## config.mk

```make
export PLATFORM = sky130hd
export DESIGN_NAME = spi_xfer_ctrl
export DESIGN_NICKNAME = d
export VERILOG_FILES = /design/src/rtl/spi_xfer_ctrl.sv
export SDC_FILE = /design/constraint.sdc
export NUM_CORES = 1
export LEC_CHECK = 0
export BUFFER_PORTS_ARGS = -buffer_cell sky130_fd_sc_hd__buf_2
export CORE_MARGIN = 3
export CORE_UTILIZATION = 51
export CTS_BUF_LIST = sky130_fd_sc_hd__clkbuf_8 sky130_fd_sc_hd__clkbuf_16
export DETAILED_ROUTE_END_ITERATION = 12
export GPL_TIMING_DRIVEN = 0
export HOLD_SLACK_MARGIN = 0.08
export PLACE_DENSITY_LB_ADDON = 0.2
export SYNTH_ARGS = -nofsm -noshare
export SYNTH_HDL_FRONTEND = slang
export SYNTH_SLANG_ARGS = --single-unit
```

## constraint.sdc

```tcl
create_clock -name mclk -period 1.76 [get_ports mclk]
set_input_delay 0.352 -clock mclk [delete_from_list [all_inputs] [get_ports mclk]]
set_output_delay 0.352 -clock mclk [all_outputs]
set_load 0.005 [all_outputs]
```

## src/rtl/spi_xfer_ctrl.sv

```systemverilog
// Byte transfer sequencer between a host TX FIFO / RX register and an SPI master.
// Optional transfer counter output xfer_count is enabled by defining SPI_XFER_CNT_EN.
module spi_xfer_ctrl #(
  parameter int unsigned FIFO_DEPTH  = 4,
  parameter int unsigned XFER_CYCLES = 16
) (
  input  logic        mclk,
  input  logic        reset,
  input  logic        tx_wr,
  input  logic [7:0]  tx_data,
  output logic        tx_full,
  output logic        rx_valid,
  input  logic        rx_ready,
  output logic [7:0]  rx_data,
  output logic        busy,
  output logic        load_master,
  output logic        start,
  output logic        read_master,
  output logic [7:0]  data_in_master,
  input  logic [7:0]  data_out_master
`ifdef SPI_XFER_CNT_EN
  ,
  output logic [15:0] xfer_count
`endif
);

  localparam int unsigned PTR_W = (FIFO_DEPTH > 1) ? $clog2(FIFO_DEPTH) : 1;
  localparam int unsigned CNT_W = PTR_W + 1;
  localparam int unsigned SHF_W = (XFER_CYCLES > 2) ? $clog2(XFER_CYCLES) : 1;
  localparam logic [CNT_W-1:0] FULL_LVL = CNT_W'(FIFO_DEPTH);
  localparam logic [SHF_W-1:0] SHF_LOAD = SHF_W'(XFER_CYCLES - 1);

  typedef enum logic [2:0] {IDLE, LOAD, START, SHIFT, READ, CAPT, HOLD} state_e;

  state_e           state_q, state_d;
  logic [7:0]       mem_q [FIFO_DEPTH];
  logic [7:0]       mem_d [FIFO_DEPTH];
  logic [PTR_W-1:0] wr_ptr_q, wr_ptr_d, rd_ptr_q, rd_ptr_d;
  logic [CNT_W-1:0] count_q, count_d;
  logic [SHF_W-1:0] shf_q, shf_d;
  logic [7:0]       data_in_q, data_in_d;
  logic [7:0]       rx_data_q, rx_data_d;
  logic             rx_valid_q, rx_valid_d;
  logic             load_q, load_d, start_q, start_d, read_q, read_d;
  logic             busy_q, busy_d, full_q, full_d;
  logic             push, pop;
`ifdef SPI_XFER_CNT_EN
  logic [15:0]      xfer_cnt_q, xfer_cnt_d;
`endif

  // Next-state, FIFO bookkeeping and registered strobe decode
  always_comb begin
    state_d    = state_q;
    mem_d      = mem_q;
    wr_ptr_d   = wr_ptr_q;
    rd_ptr_d   = rd_ptr_q;
    count_d    = count_q;
    shf_d      = shf_q;
    data_in_d  = data_in_q;
    rx_data_d  = rx_data_q;
    rx_valid_d = rx_valid_q;
    pop        = 1'b0;
    push       = 1'b0;
`ifdef SPI_XFER_CNT_EN
    xfer_cnt_d = xfer_cnt_q;
`endif

    case (state_q)
      IDLE:  if ((count_q != '0) && !rx_valid_q) state_d = LOAD;
      LOAD:  begin
        pop     = 1'b1;
        state_d = START;
      end
      START: begin
        shf_d   = SHF_LOAD;
        state_d = SHIFT;
      end
      SHIFT: begin
        if (shf_q == '0) state_d = READ;
        else             shf_d   = shf_q - SHF_W'(1);
      end
      READ:  state_d = CAPT;
      CAPT:  begin
        rx_data_d  = data_out_master;
        rx_valid_d = 1'b1;
        state_d    = HOLD;
`ifdef SPI_XFER_CNT_EN
        xfer_cnt_d = xfer_cnt_q + 16'd1;
`endif
      end
      HOLD:  begin
        if (rx_valid_q && rx_ready) begin
          rx_valid_d = 1'b0;
          state_d    = IDLE;
        end
      end
      default: state_d = IDLE;
    endcase

    // A write while full is still taken when the head is leaving this cycle
    push = tx_wr && ((count_q != FULL_LVL) || pop);

    if (push) begin
      mem_d[wr_ptr_q] = tx_data;
      wr_ptr_d        = wr_ptr_q + PTR_W'(1);
    end
    if (pop) rd_ptr_d = rd_ptr_q + PTR_W'(1);
    if (push && !pop)      count_d = count_q + CNT_W'(1);
    else if (pop && !push) count_d = count_q - CNT_W'(1);

    if (state_d == LOAD) data_in_d = mem_q[rd_ptr_q];

    load_d  = (state_d == LOAD);
    start_d = (state_d == START);
    read_d  = (state_d == READ);
    busy_d  = (state_d != IDLE);
    full_d  = (count_d == FULL_LVL);
  end

  always_ff @(posedge mclk) begin
    if (!reset) begin
      state_q    <= IDLE;
      mem_q      <= '{default: '0};
      wr_ptr_q   <= '0;
      rd_ptr_q   <= '0;
      count_q    <= '0;
      shf_q      <= '0;
      data_in_q  <= '0;
      rx_data_q  <= '0;
      rx_valid_q <= 1'b0;
      load_q     <= 1'b0;
      start_q    <= 1'b0;
      read_q     <= 1'b0;
      busy_q     <= 1'b0;
      full_q     <= 1'b0;
`ifdef SPI_XFER_CNT_EN
      xfer_cnt_q <= '0;
`endif
    end else begin
      state_q    <= state_d;
      mem_q      <= mem_d;
      wr_ptr_q   <= wr_ptr_d;
      rd_ptr_q   <= rd_ptr_d;
      count_q    <= count_d;
      shf_q      <= shf_d;
      data_in_q  <= data_in_d;
      rx_data_q  <= rx_data_d;
      rx_valid_q <= rx_valid_d;
      load_q     <= load_d;
      start_q    <= start_d;
      read_q     <= read_d;
      busy_q     <= busy_d;
      full_q     <= full_d;
`ifdef SPI_XFER_CNT_EN
      xfer_cnt_q <= xfer_cnt_d;
`endif
    end
  end

  assign tx_full        = full_q;
  assign rx_valid       = rx_valid_q;
  assign rx_data        = rx_data_q;
  assign busy           = busy_q;
  assign load_master    = load_q;
  assign start          = start_q;
  assign read_master    = read_q;
  assign data_in_master = data_in_q;
`ifdef SPI_XFER_CNT_EN
  assign xfer_count     = xfer_cnt_q;
`endif

endmodule

```

Word-level counts from Yosys, hierarchy flattened

Index checks and enable logic that the tools add are counted.

Add/subtract/negate cells: 5
Multipliers: 0
Div/mod/pow operators: 0
Order comparisons: 3
Eq/ne operators: 13
Shift operators: 0
Muxes and demuxes: 17
Bitwise operators: 2
Reduce and logical (&&, ||, !) cells: 18

Operators by type and width:

| operator                                                            | number |
|---|---|
| 32-bit bitwise mux                                                  | 1 |
| 8-bit 2-to-1 mux                                                    | 3 |
| 3-bit one-hot mux with 7 select lines                               | 1 |
| 8-bit binary-select mux with 2-bit select                           | 1 |
| 8-bit demux with 2-bit select                                       | 1 |
| 3-bit == test (second input constant)                               | 5 |
| 3-bit 2-to-1 mux                                                    | 5 |
| 3-bit by 2-bit == test with 1-bit output (second input constant)    | 3 |
| 4-bit one-hot mux with 2 select lines                               | 1 |
| 3-bit by 1-bit == test with 1-bit output (second input constant)    | 2 |
| 3-bit >= comparator (second input constant)                         | 2 |
| 1-bit logical AND                                                   | 6 |
| 2-bit inverter with 3-bit output                                    | 2 |
| 3-bit nonzero test                                                  | 2 |
| 2-bit by 1-bit adder with 2-bit output (second input constant)      | 2 |
| 4-bit zero test                                                     | 1 |
| 4-bit 2-to-1 mux                                                    | 1 |
| 2-bit != test (second input constant)                               | 2 |
| 2-bit AND reduction                                                 | 2 |
| 2-bit nonzero test                                                  | 2 |
| 4-bit by 1-bit subtractor with 4-bit output (second input constant) | 1 |
| 3-bit by 1-bit adder with 3-bit output (second input constant)      | 1 |
| 1-bit zero test                                                     | 3 |
| 3-bit zero test                                                     | 1 |
| 6 further kinds                                                     | 7 |

Flip-flop bits (word level): 68
Latch bits: 0
RAM bits: 0
Memory bits (read-only): 0
Input port bits: 20
Output and inout port bits: 22
Word-level logic and storage cells: 75
Memories: 0

Logic depth before layout (Yosys ltp)

Gate-level depths: netlist of run 1.

Depth after elaboration: 9
Gate-level depth with buffers: 7
Depth with buffers taken out: 6

Least setup slack after synthesis of run 1

OpenSTA, ideal clock, no wires.

Path type: register -> register
Start point: register count_q[0]
End point: register data_in_q[0] (netlist: data_in_master[0])
Setup time: 0.128 ns
Arrival time: 1.633 ns
Data required time: 1.632 ns
Setup slack: 0.000 ns
Cell stages (with the launch flop): 8
Path buffers: 1
Clock period less this slack: 1.760 ns
Path through: dfxtp_1 inv_1 ha_1 nor2b_1 nor3b_1 buf_1 mux2i_1 nor2_1

Word-level cells in the longest chain between the ends: 5

RTL lines:

| element                                  | line | text |
|---|---|---|
| start: declaration                       | 39   | `logic [CNT_W-1:0] count_q, count_d;` |
| start signal: assignment                 | 144  | `count_q <= count_d;` |
| 3-bit nonzero test                       | 69   | `IDLE: if ((count_q != '0) && !rx_valid_q) state_d = LOAD;` |
| 1-bit logical AND                        | 69   |  |
| 3-bit 2-to-1 mux                         | 69   |  |
| 3-bit one-hot mux with 7 select lines    | 68   | `case (state_q)` |
| 3-bit by 1-bit == test with 1-bit output | 111  | `if (state_d == LOAD) data_in_d = mem_q[rd_ptr_q];` |
| end signal: assignment                   | 146  | `data_in_q <= data_in_d;` |
| end: declaration                         | 41   | `logic [7:0] data_in_q, data_in_d;` |

No other way between the ends.
A chain may end at the register's enable or synchronous reset.

Final worst setup path of run 1

Start point: register state_q[1]
End point: register full_q (netlist: tx_full)

Word-level cells in the longest chain between the ends: 9
Elaborated cells between the ends (all ways): 11
Classes of those cells: 2 x eq/ne; 3 x mux; 6 x reduce/logical

RTL lines:

| element                                    | line | text |
|---|---|---|
| start: declaration                         | 35   | `state_e state_q, state_d;` |
| start signal: assignment                   | 140  | `state_q <= state_d;` |
| 3-bit by 1-bit == test with 1-bit output * | 68   |  |
| 1-bit 2-to-1 mux *                         | 68   |  |
| 1-bit logical OR                           | 101  | `push = tx_wr && ((count_q != FULL_LVL) \|\| pop);` |
| 1-bit logical AND                          | 101  |  |
| 1-bit zero test                            | 109  | `else if (pop && !push) count_d = count_q - CNT_W'(1);` |
| 1-bit logical AND                          | 109  |  |
| 3-bit 2-to-1 mux                           | 109  |  |
| 3-bit 2-to-1 mux *                         | 108  | `if (push && !pop) count_d = count_q + CNT_W'(1);` |
| 3-bit == test *                            | 117  | `full_d = (count_d == FULL_LVL);` |
| end signal: assignment                     | 153  | `full_q <= full_d;` |
| end: declaration                           | 45   | `logic busy_q, busy_d, full_q, full_d;` |

Mark *: on every way between the ends. The rest lies on a longest branch, timed or not.

==> flow_metrics.py, run 1 <==
metrics = {
    "logic_synthesis": {
        "synth-edff-count": 0,
        "synth_nets": 335,
        "yosysTopAreaCell": "dfxtp_1",
        "syn-instance-count": 307,
        "synth_top_area_frac": 0.4545,
        "synthTopCellsByArea": "dfxtp_1, mux2i_1, nand2_1",
        "yosysSeqAreaShare": 0.4545,
        "synth.distinct_cells": 44,
        "yosys_register_bits": 68,
        "netlist_area_sq_um": 2995,
        "synth_warnings": 0,
        "ys.flop_type": "dfxtp_1",
        "syn_avg_cell_area_sq_um": 9.757,
        "async_flop_share": 0,
    },
    "global_routing": {
        "grt_start_max_net_pins": 13,
        "antenna_found_initial": 0,
        "grt_pass1_vias": 2017,
        "grt_pass1_wl_um": 9384,
        "grt_usage": 0.1852,
        "overflow": 0,
    },
    "layout": {
        "drive_gt1_frac": 0.2431,
        "antenna_cells": 0,
        "final_area_sq_um": 3600,
        "fin_cells": 434,
        "syn_to_final_growth_pct": 20.18,
        "fin_nets": 386,
    },
    "route": {
        "wl_um": 6127,
        "wl_per_cell_um": 14.12,
        "ant_nets": 0,
        "first_pass_iters": 4,
        "drtIter0Drc": 98,
        "drc": 0,
        "vias_per_cell": 5.228,
        "num_vias": 2269,
    },
    "critical_path": {
        "critical_path.max_fanout": 9,
        "worstSetupEndpointType": "flip-flop",
        "critPathSlowestCell": "or4_4",
        "reg2reg_from": "state_q[1]$_SDFF_PN0_",
        "worstSetupPathType": "flip-flop to flip-flop",
        "crit_family": "simple AND/OR/NAND/NOR gates",
        "crit_arrival_ps": 2050,
        "reg2reg_to": "tx_full$_SDFF_PN0_",
        "cp_num_buf_inv": 1,
        "crit_chain": "buf_6 -> or3b_4 -> and2_4 -> or4_4 -> a311oi_2",
        "r2r_cells": 5,
        "slowest_delay_ps": 480,
        "r2r_slack_ps": -40,
        "cp.required_ps": 2010,
        "cp-start-kind": "flip-flop",
    },
    "place": {
        "port_buffers": 40,
        "place.gp.congestion": 0.8750,
        "detailed_place_hpwl_um": 4355,
        "place_ws_ps": -164.1,
        "placed_area_sq_um": 3287,
        "placed_cells": 419,
    },
    "cts": {
        "htreeDepth": 3,
        "hold_buffers": 0,
        "clk_latency_ps": 340,
        "path_clk_slew_ps": 70,
        "cts_tree": "yes",
        "root_buffer": "clkbuf_8",
        "cts_buffer_depth": 2,
        "clock_sinks": 68,
        "cts_made_buffers": 9,
    },
    "floorplanning": {
        "core_area_sq_um": 5608,
        "die_x_um": 82.64,
        "rows": 27,
        "initial_core_util": 0.5341,
        "die_h_um": 82.64,
        "dieArea_sq_um": 6829,
        "io_pins": 42,
    },
    "timing": {
        "worstMarginPinSlew_ps": 542.4,
        "period_needed_ps": 1796,
        "finalWorstSetupSlack_ps": -35.99,
        "fmax_ghz": 0.5568,
        "setup_viol": 1,
        "slew_violations": 0,
        "finalHoldViolations": 0,
        "slew-limit-headroom": 0.6374,
        "finalClockSkew_ps": 11.47,
        "min_period_over_period": 1.020,
        "rsz0062_at_grt": "yes",
    },
    "status": {
        "violations": "setup timing",
        "status": "complete, but fails checks",
    },
    "worst_hold_path": {
        "hold_path_startpoint": "data_out_master[3]",
        "min_to": "rx_data[3]$_SDFFE_PN0P_",
        "whs_path_depth": 3,
        "hp-class": "input pin to flip-flop",
    },
    "power_and_ir_drop": {
        "p_per_area_nw_per_um2": 1380,
        "power_leakage_nw": 1.521,
        "peakVddDrop_uv": 673.3,
    },
    "run": {
        "maxCapViolCount": 0,
    },
}
## where the power goes
part / switching, W / internal, W / total (W) / leakage (nW)
Sequential: 0.000207 / 0.00177 / 0.00198 / 0.555
Combinational: 0.000731 / 0.000739 / 0.00147 / 0.854
Clock: 0.000587 / 0.000935 / 0.00152 / 0.112
## how the worst max path moves through the flow
stage	start	depth (start not counted)	slack (ps)	to
floorplan	state_q[1]$_SDFF_PN0_	5	30	tx_full$_SDFF_PN0_
global placement	tx_wr	5	-150	tx_full$_SDFF_PN0_
detailed placement	count_q[0]$_SDFF_PN0_	7	-160	data_in_master[1]$_SDFFE_PN0N_
CTS	state_q[1]$_SDFF_PN0_	5	-20	tx_full$_SDFF_PN0_
global route	state_q[1]$_SDFF_PN0_	5	-80	tx_full$_SDFF_PN0_
finish	state_q[1]$_SDFF_PN0_	5	-40	tx_full$_SDFF_PN0_
## stage by stage
stage | hold WS (ps) | setup TNS [ps] | util | total power (W)
6_report | 247.8 | -35.99 | 0.6419 | 0.004969
5_1_grt | 261.9 | -78.17 | 0.6419 | 0.005246
4_1_cts | 241.7 | -22.02 | 0.6316 | 0.004899
3_5_place_dp | 447.7 | -1356 | 0.5861 | 0.003340
3_3_place_gp | 439.1 | -842.7 | 0.5861 | 0.003306
2_1_floorplan | 431.5 | 0 | - | 0.003008
## logic make-up (layout without fill, tap and decap cells)
logic type,count (synthesis),in the layout,share of synthesized area
XOR/XNOR,4,4,0.01170
adder cells (fa/ha/maj),8,8,0.03342
multiplexers,56,56,0.2206
AO/OA/AOI/OAI,30,30,0.06600
buffers and inverters,31,86,0.04344
flip-flops,68,68,0.4545
AND/OR/NAND/NOR,110,110,0.1704
## layout by cell type, fill, tap and decap left out, types with 5 or more instances in the layout
master / instances
dfxtp_1: 63
nand2_1: 50
mux2i_1: 48
buf_2: 40
nor2_1: 26
clkbuf_1: 11
inv_1: 10
clkbuf_8: 9
o21ai_0: 8
mux4_2: 8
a21oi_1: 7
ha_1: 7
and3_1: 6
nand3_1: 5
## area by class of cell
cell class	instances	area, sq um
tap	72	90.09
multi-input combinational	208	1544
fill	461	2008
timing repair buffer	42	215.2
inverter	11	41.29
sequential	68	1370
buffer	18	101.3
clock inverter	6	113.9
clock buffer	9	123.9
## state kept, by name (all words and copies together) (netlist names), 2 cells and up
name,count
count_q,3
data_in_master,8
mem_q,32
rd_ptr_q,2
rx_data,8
shf_q,4
state_q,3
wr_ptr_q,2
## cell usage after synthesis (all sizes together) (7+ instances only)
cell	count
a21oi	7
buf	7
clkbuf	13
dfxtp	68
ha	8
inv	10
mux2i	48
mux4	8
nand2	50
nor2	26
o21ai	8
## what timing repair did
item	CTS	global route
endpoints found under the setup margin	45	44
pin swaps	1	2
setup buffers	0	2
resized for setup	9	16
gates cloned	0	0
## worst min-delay path, cell delays in order
cell and delay [ps]:
buf_2 80, mux2i_1 50, nor2_1 70
## layer usage
| layer | track usage | part of all wire |
|---|---|---|
| met2 | 0.2845 | 0.46 |
| met5 | 0 | 0 |
| met4 | 0.1013 | 0.018 |
| met1 | 0.2424 | 0.46 |
| met3 | 0.03905 | 0.061 |
Power figures use the tool's default switching activity.
==> run 2, diff against run 1 <==
--- a/config.mk
+++ b/config.mk
@@ -7,8 +7,9 @@
 export LEC_CHECK = 0
 export BUFFER_PORTS_ARGS = -buffer_cell sky130_fd_sc_hd__buf_2
 export CORE_MARGIN = 3
-export CORE_UTILIZATION = 51
+export CORE_UTILIZATION = 56
 export CTS_BUF_LIST = sky130_fd_sc_hd__clkbuf_8 sky130_fd_sc_hd__clkbuf_16
+export CTS_CLUSTER_DIAMETER = 50
 export DETAILED_ROUTE_END_ITERATION = 12
 export GPL_TIMING_DRIVEN = 0
 export HOLD_SLACK_MARGIN = 0.08
==> constraint.sdc (replaced) <==
create_clock -name mclk -period 2 [get_ports mclk]
set_input_delay 0.4 -clock mclk [delete_from_list [all_inputs] [get_ports mclk]]
set_output_delay 0.4 -clock mclk [all_outputs]
set_load 0.005 [all_outputs]
==> run 2 against run 1 <==
Against the previous run:
- the flow now finishes without violations
- non-clock buffer count decreased by 1
- first-iteration DRC count is 61% higher
- register-to-register slack gained 190 ps
- maximum frequency shrank 2.9%
- sequential power down 13%
- sequential share of layout area is 0.80 points higher
- power decreased by 16%
- hold slack gained 37 ps
- sequential cell count unchanged
- critical path depth is 2 higher
- clock skew decreased by 2.1 ps
- critical path type unchanged
- critical endpoint is now data_in_master[7]$_SDFFE_PN0N_
- largest power group unchanged
- highest routed layer unchanged
==> flow_metrics.py, run 2 (synthesis gave the netlist of run 1 again) <==
metrics = {
    "place": {
        "placed_cells": 414,
        "detailed_place_hpwl_um": 4224,
        "port_buffers": 40,
        "place.gp.congestion": 0.8526,
    },
    "timing": {
        "worstMarginPinSlew_ps": 625.2,
        "fmax_ghz": 0.5407,
        "slew_violations": 0,
        "finalHoldViolations": 0,
        "finalClockSkew_ps": 9.352,
        "rsz0062_at_grt": "no",
        "min_period_over_period": 0.9247,
        "holdWs_ps": 285.3,
        "slew-limit-headroom": 0.5827,
        "period_needed_ps": 1849,
        "setup_viol": 0,
    },
    "cts": {
        "htreeDepth": 3,
        "cts_made_buffers": 9,
        "postCtsSetupRepairBufs": 0,
        "cts_tree": "yes",
        "clock_sinks": 68,
        "hold_buffers": 0,
        "cts_buffer_depth": 2,
        "clk_latency_ps": 340,
        "root_buffer": "clkbuf_8",
        "path_clk_slew_ps": 80,
    },
    "floorplanning": {
        "dieArea_sq_um": 6262,
        "rows": 25,
        "io_pins": 42,
        "die_h_um": 79.14,
        "die_x_um": 79.14,
        "core_area_sq_um": 4942,
        "initial_core_util": 0.6061,
    },
    "layout": {
        "fin_nets": 385,
        "antenna_cells": 0,
        "fillers": 402,
        "final_cell_mix": "dfxtp_1, nand2_1, mux2i_1",
        "syn_to_final_growth_pct": 16.96,
        "regArea_sq_um": 1361,
        "largest_reg_flops": 32,
        "regMostFlops": "mem_q",
        "multiInputGateArea_sq_um": 1510,
        "fin_cells": 429,
        "mostFrequentLayoutCell": "dfxtp_1",
        "drive_gt1_frac": 0.2072,
    },
    "global_routing": {
        "antenna_found_initial": 0,
        "grt_start_max_net_pins": 12,
        "overflow": 0,
        "grt_pass1_wl_um": 10120,
        "grt_pass1_vias": 2169,
        "grt_usage": 0.2109,
    },
    "route": {
        "first_pass_iters": 5,
        "wl_per_cell_um": 14.26,
        "wl_um": 6119,
        "vias_per_cell": 5.438,
        "drtIter0Drc": 158,
        "drc": 0,
        "ant_nets": 0,
        "num_vias": 2333,
    },
    "critical_path": {
        "critPathSlowestCell": "dfxtp_1",
        "worstSetupEndpointType": "flip-flop",
        "critical_path.max_fanout": 8,
        "cp.required_ps": 2220,
        "slowest_delay_ps": 410,
        "worstSetupPathType": "flip-flop to flip-flop",
        "cp-start-kind": "flip-flop",
        "crit_arrival_ps": 2060,
        "crit_chain": "inv_1 -> ha_1 -> nor2b_1 -> nor3b_1 -> clkbuf_4 -> mux2i_1 -> nor2_1",
    },
    "power_and_ir_drop": {
        "peakVddDrop_uv": 650.9,
        "power_leakage_nw": 1.505,
        "p_per_area_nw_per_um2": 1191,
    },
    "worst_hold_path": {
        "hp-class": "input pin to flip-flop",
    },
    "status": {
        "status": "complete, no violations",
    },
    "run": {
        "maxCapViolCount": 0,
    },
}
[run 2: cell types whose count changed in the layout (fill, tap and decap cells not counted), moves of 4 or more]
cell     before  now
buf_2        40   44
buf_4         4    0
dfxtp_1      63   68
dfxtp_2       4    0
[run 2: final cells by class]
| cell class | count | area share |
|---|---|---|
| inverter | 11 | 0.01179 |
| clock buffer | 10 | 0.03929 |
| buffer | 19 | 0.02536 |
| timing repair buffer | 40 | 0.05714 |
| clock inverter | 6 | 0.02286 |
| tap | 67 | 0.02393 |
| multi-input combinational | 208 | 0.4311 |
| sequential | 68 | 0.3886 |
[run 2: timing repair]
item	in CTS	in global routing
gates cloned	0	0
endpoints found under the hold margin	0	0
resized for setup	1	3
setup endpoints to repair	8	7
[run 2: final timing paths]
check                        startpoint                              to  slack (ps)  cells after the start
setup reg to reg  count_q[0]$_SDFF_PN0_  data_in_master[7]$_SDFFE_PN0N_         150                      7
hold reg to reg   mem_q[0]$_SDFFE_PN0P_           mem_q[0]$_SDFFE_PN0P_         460                      2
hold / removal       data_out_master[5]         rx_data[5]$_SDFFE_PN0P_         290                      3
setup / recovery  count_q[0]$_SDFF_PN0_  data_in_master[7]$_SDFFE_PN0N_         150                      7
[run 2: where the power goes]
group          total (W)  internal, W  leakage (nW)  switching, W
Combinational    0.00121     0.000580         0.837      0.000635
Sequential       0.00172      0.00155         0.553      0.000174
Clock            0.00124     0.000725         0.115      0.000512
Total            0.00417      0.00285          1.50       0.00132
[run 2: per-stage QoR]
step	setup TNS (ps)	total power, W	utilization	setup slack [ps]	cell area (sq um)
after floorplan	0	0.002646	-	239.6	2995
after global placement	-82.54	0.002907	0.6635	-14.49	3279
after detailed placement	-385.1	0.002942	0.6635	-53.00	3279
after CTS	0	0.004174	0.7078	27.14	3498
after global routing	0	0.004402	0.7089	9.964	3503
final	0	0.004172	0.7089	150.5	3503
[run 2: critical path: cells and delay by family (launching register included)]
family / cells / cell delay [ps]
buf+inv: 2 / 380
fa+ha+maj: 1 / 250
mux: 1 / 200
flops: 1 / 410
simple gates: 3 / 480
[run 2: per-layer routing]
metal  wire length [um]  vias up  GRT usage
met5                  0        -          0
met1               2921     1092     0.2805
met2               2764       70     0.3249
met4                116        0     0.1031
li1                   -     1161          -
met3                316       10    0.04535
